**src/rtl/direction_accumulator.sv**
```systemverilog
// rtl/direction_accumulator.sv - frame-level band/threshold-gated direction vector integrator
// Sums qualifying per-bin (x,y) with sticky saturation and hands each frame result through a valid/ready register.
module direction_accumulator #(
  parameter int          BIN_WIDTH     = 10,
  parameter int          BIN_LO        = 8,
  parameter int          BIN_HI        = 200,
  parameter logic [15:0] MAG_THRESHOLD = 16'h0100,
  parameter int          ACC_WIDTH     = 26
) (
  input  logic                 clk_in,
  input  logic                 rst_in,
  input  logic [37:0]          vector_in,
  input  logic [15:0]          mag_in,
  input  logic [BIN_WIDTH-1:0] bin_in,
  input  logic                 valid_in,
  input  logic                 last_in,
  output logic [ACC_WIDTH-1:0] x_out,
  output logic [ACC_WIDTH-1:0] y_out,
  output logic [BIN_WIDTH:0]   count_out,
  output logic                 valid_out,
  input  logic                 ready_in,
  output logic                 overflow_out
);

  localparam logic [BIN_WIDTH-1:0] LO_BIN = BIN_LO[BIN_WIDTH-1:0];
  localparam logic [BIN_WIDTH-1:0] HI_BIN = BIN_HI[BIN_WIDTH-1:0];
  localparam logic [BIN_WIDTH:0]   CNT_MAX = '1;
  localparam logic signed [ACC_WIDTH:0] ACC_MAX = {2'b00, {(ACC_WIDTH-1){1'b1}}};
  localparam logic signed [ACC_WIDTH:0] ACC_MIN = {2'b11, {(ACC_WIDTH-1){1'b0}}};

  typedef enum logic {EMPTY, FULL} state_t;

  state_t                state_q, state_d;
  logic [ACC_WIDTH-1:0]  acc_x_q, acc_x_d, acc_y_q, acc_y_d;
  logic                  sat_x_q, sat_x_d, sat_y_q, sat_y_d;
  logic [BIN_WIDTH:0]    acc_cnt_q, acc_cnt_d;
  logic [ACC_WIDTH-1:0]  x_q, y_q;
  logic [BIN_WIDTH:0]    cnt_q;
  logic                  overflow_q, overflow_d;
  logic                  load;
  logic                  qualify;
  logic                  frame_done;
  logic [ACC_WIDTH:0]    add_x, add_y;
  logic                  unused_bits;

  assign unused_bits = ^vector_in[37:32];
  assign qualify    = valid_in && (bin_in >= LO_BIN) && (bin_in <= HI_BIN) && (mag_in >= MAG_THRESHOLD);
  assign frame_done = valid_in && last_in;

  // Returns {saturated, clamped sum}; the extra bit of headroom catches the carry out.
  function automatic logic [ACC_WIDTH:0] sat_add(input logic [ACC_WIDTH-1:0] acc,
                                                input logic [15:0] s);
    logic signed [ACC_WIDTH:0] sum;
    sum = {acc[ACC_WIDTH-1], acc} + {{(ACC_WIDTH-15){s[15]}}, s};
    if (sum > ACC_MAX) return {1'b1, ACC_MAX[ACC_WIDTH-1:0]};
    if (sum < ACC_MIN) return {1'b1, ACC_MIN[ACC_WIDTH-1:0]};
    return {1'b0, sum[ACC_WIDTH-1:0]};
  endfunction

  assign add_x = sat_add(acc_x_q, vector_in[15:0]);
  assign add_y = sat_add(acc_y_q, vector_in[31:16]);

  // Once an axis clips it is frozen for the rest of the frame.
  always_comb begin
    acc_x_d   = acc_x_q;
    acc_y_d   = acc_y_q;
    sat_x_d   = sat_x_q;
    sat_y_d   = sat_y_q;
    acc_cnt_d = acc_cnt_q;
    if (qualify) begin
      if (!sat_x_q) {sat_x_d, acc_x_d} = add_x;
      if (!sat_y_q) {sat_y_d, acc_y_d} = add_y;
      if (acc_cnt_q != CNT_MAX) acc_cnt_d = acc_cnt_q + 1'b1;
    end
  end

  always_comb begin
    state_d    = state_q;
    load       = 1'b0;
    overflow_d = overflow_q;
    case (state_q)
      EMPTY: begin
        if (frame_done) begin
          load    = 1'b1;
          state_d = FULL;
        end
      end
      FULL: begin
        if (frame_done) begin
          if (ready_in) load = 1'b1;
          else          overflow_d = 1'b1;
        end else if (ready_in) begin
          state_d = EMPTY;
        end
      end
      default: state_d = EMPTY;
    endcase
  end

  always_ff @(posedge clk_in or posedge rst_in) begin
    if (rst_in) begin
      state_q    <= EMPTY;
      acc_x_q    <= '0;
      acc_y_q    <= '0;
      sat_x_q    <= 1'b0;
      sat_y_q    <= 1'b0;
      acc_cnt_q  <= '0;
      x_q        <= '0;
      y_q        <= '0;
      cnt_q      <= '0;
      overflow_q <= 1'b0;
    end else begin
      state_q    <= state_d;
      overflow_q <= overflow_d;
      if (frame_done) begin
        acc_x_q   <= '0;
        acc_y_q   <= '0;
        sat_x_q   <= 1'b0;
        sat_y_q   <= 1'b0;
        acc_cnt_q <= '0;
      end else begin
        acc_x_q   <= acc_x_d;
        acc_y_q   <= acc_y_d;
        sat_x_q   <= sat_x_d;
        sat_y_q   <= sat_y_d;
        acc_cnt_q <= acc_cnt_d;
      end
      if (load) begin
        x_q   <= acc_x_d;
        y_q   <= acc_y_d;
        cnt_q <= acc_cnt_d;
      end
    end
  end

  assign x_out        = x_q;
  assign y_out        = y_q;
  assign count_out    = cnt_q;
  assign valid_out    = (state_q == FULL);
  assign overflow_out = overflow_q;

endmodule

```
**config.mk**
```make
export PLATFORM = sky130hd
export DESIGN_NAME = direction_accumulator
export DESIGN_NICKNAME = d
export VERILOG_FILES = /design/src/rtl/direction_accumulator.sv
export SDC_FILE = /design/constraint.sdc
export NUM_CORES = 1
export LEC_CHECK = 0
export BUFFER_PORTS_ARGS = -buffer_cell sky130_fd_sc_hd__buf_2
export CORE_ASPECT_RATIO = 1.5
export CORE_MARGIN = 8
export CORE_UTILIZATION = 45
export DETAILED_ROUTE_END_ITERATION = 6
export GPL_TIMING_DRIVEN = 0
export MAX_ROUTING_LAYER = met4
export PLACE_DENSITY = 0.68
export SYNTH_ARGS = -nofsm -noshare
export SYNTH_HDL_FRONTEND = slang
export SYNTH_SLANG_ARGS = --single-unit
```
**constraint.sdc**
```tcl
create_clock -name clk_in -period 5.4 [get_ports clk_in]
set_clock_uncertainty 0.15 [all_clocks]
set_input_delay 0.81 -clock clk_in [delete_from_list [all_inputs] [get_ports clk_in]]
set_output_delay 0.81 -clock clk_in [all_outputs]
set_load 0.1 [all_outputs]
```
==> results.cfg <==
[timing]
relSlewSlack_pct = 56.4
rsz0062_at_grt = false
slew_violations = 0
min_period_ps = 3690
timing.final.crit_share_pct = 68.2
fin_hold_ws_ps = 210
hold_viol_final = 0
tightestPinTransition_ps = 651
finalSetupViolCount = 0
maxClockFrequency_ghz = 0.271

[yosys]
synthTopCellsByArea = dfrtp_1, ha_1, a21oi_1
async_flop_share_pct = 100
synth_seq_area_share_pct = 39.3
ys_warn_count = 0
synth_top_area_cell = dfrtp_1
synthFlopType = dfrtp_1
synthCells = 927
synth_top_area_share_pct = 39.3
synth_xor_area_share_pct = 4.76
synth_compound_area_share_pct = 24.9
synth_cell_type_count = 71
synth_area_per_cell_sq_um = 8.93
ys_ff_latch = 130
syn_area_sq_um = 8280
synth_edf_count = 0
synth_simple_gate_area_share_pct = 18.4
synth_top_family_by_area = compound AO/OA/AOI/OAI gates
syn_nets = 1051
synthAdderAreaFrac_pct = 8.49
yosys-mux-area-fraction_pct = 0.876

[critical_path]
r2r-start = acc_x_q[0]
endpoint_kind = register
cp_slowest_cell = fa_1
path_max_fanout = 10
crit_end = x_out[19]
cp_slowest_stage_delay_ps = 370
startpoint_type = primary input
critPathKind = primary input to register
r2r_cells = 13
regToRegEndpoint = x_out[19]
cp_cell_sequence = buf_2 -> ha_1 -> inv_1 -> fa_1 -> nand2b_1 -> a21oi_1 -> o221ai_1 -> a31oi_1 -> o21a_1 -> nor3b_2 -> mux2i_4 -> buf_2 -> a21oi_1 -> o31ai_1
reg2reg_slack_ps = 1840
worstPathRequired_ps = 5580
critPathTopFamily = compound AO/OA/AOI/OAI gates
cp_num_buf_inv = 3
crit_cells = 14
crit_arrival_ps = 3870
critical_path.startpoint = vector_in[0]

[die]
ioPinCount = 134
dieArea_sq_um = 23100
fp-row-count = 61
core_area_sq_um = 18300
initial_core_util_pct = 45.2
die_h_um = 182
die_x_um = 127

[global_route]
use_met1_pct = 22.3
grt_pass1_vias = 7699
grtUsageMet3_pct = 3.74
grt-busiest-layer = met2
antenna_found_initial = 0
grt_pass1_wl_mm = 38.0
globalRouteMet2Util_pct = 38.3
overflow = 0
gr-usage-all-layers_pct = 21.0
grt_max_degree = 98

[route]
postRouteAntennaNets = 0
vias = 7345
drt_iter0_drc = 439
wl_per_cell_um = 17.5
dr.pass1.iters = 4
wirelength_mm = 22.8
drcViolationCount = 0
viasPerCell = 5.65

[cts]
cts_resized = 0
clk_transition_reported_paths_ps = 60
cts_made_buffers = 17
htreeDepth = 4
cts_tree = built
cts_sinks = 130
post_cts_buffers = 0
cts-root-buf = clkbuf_16
clockBufferDepth = 2
cts.hold.buffers_added = 0
clk_latency_ps = 430

[cells_and_area]
areaGrowthSynthToFinish_pct = 18.3
mostFrequentLayoutCell = dfrtp_1
stdcell_count = 1299
fin_nets = 1190
drive_above_1_share_pct = 18.4
layout_common_cells = dfrtp_1, buf_2, nand2_1
nFillCells = 1772
antenna_cells = 0

[power_and_ir_drop]
ir_drop_v = 0.000192
p_per_area_nw_per_um2 = 419
p_leak_nw = 4.79

[placement]
io_buffer_count = 119
dp_cells = 1267
dpl.hpwl_mm = 17.5
place.gp.congestion = 0.917

[min_path]
hold_class = primary input to asynchronous set/reset pin

[status]
status = completed

[flow_run]
cap_violations = 0
==> kinds of logic after synthesis <==
kind of cell | count (synthesis)
simple gates | 333
compound gates | 298
flops | 130
buf+inv | 61
fa+ha+maj | 55
xor+xnor | 45
mux | 5
==> registers in the layout, summed over array words and instances (netlist names) <==
register,flops
acc_cnt_q,11
acc_x_q,26
acc_y_q,26
count_out,11
overflow_out,1
sat_x_q,1
sat_y_q,1
valid_out,1
x_out,26
y_out,26
==> where the power goes <==
part           internal, W  switching [W]
combinational     0.000443        0.00125
sequential         0.00112      0.0000846
clock             0.000733       0.000467
total              0.00229        0.00181
==> per-stage QoR <==
step | TNS (ps) | power (W) | worst slack, ps | cell area, sq um | util, %
floorplan | 0 | 0.00259 | 971 | 8280 | -
global placement | -75420 | 0.00290 | -596 | 9150 | 50.0
detailed placement | 0 | 0.00292 | 1270 | 9180 | 50.1
CTS | 0 | 0.00413 | 1690 | 9790 | 53.5
global route | 0 | 0.00432 | 1360 | 9790 | 53.5
finish | 0 | 0.00410 | 1710 | 9790 | 53.5
==> routing by layer <==
metal / routed length, um / share of wire, %
met5: 0 / 0
met4: 603 / 2.6
met3: 813 / 3.6
met2: 12200 / 54
met1: 9160 / 40
==> Yosys cell counts, types with 4 or more instances <==
library cell	number
dfrtp_1	130
nand2_1	101
nor2_1	96
a21oi_1	76
ha_1	53
o31ai_1	44
nor3_1	42
o21ai_0	41
clkbuf_1	30
a21o_1	29
xnor2_1	27
nand3_1	25
inv_1	21
xor2_1	18
and3_1	15
a21boi_2	13
a211oi_1	12
a31oi_1	12
and2_1	12
nand2b_1	10
o211ai_1	10
o21bai_1	9
nor2b_1	8
nand4_1	7
o21a_1	7
a21oi_2	4
buf_6	4
==> how the worst min path moves through the flow <==
| stage | slack [ps] | cells past startpoint | startpoint | endpoint |
|---|---|---|---|---|
| after global placement | 310 | 1 | overflow_out | overflow_out |
| after detailed placement | 310 | 1 | overflow_out | overflow_out |
| after CTS | 210 | 2 | rst_in | x_out[6] |
| after floorplan | 300 | 2 | sat_x_q | sat_x_q |
| final | 210 | 2 | rst_in | x_out[6] |
| after global routing | 230 | 2 | rst_in | acc_x_q[2] |
==> layout make-up <==
cell class	instances	area (sq um)	area share [%]
multi-input cells	736	4750	48.5
repair buffers	120	623	6.36
clock inverters	14	180	1.84
plain buffers	40	195	1.99
clock buffers	18	429	4.38
inverters	21	83.8	0.856
flip-flops and latches	130	3250	33.2
well taps	220	275	2.81
Note: power is estimated with default switching activity, not from simulation.
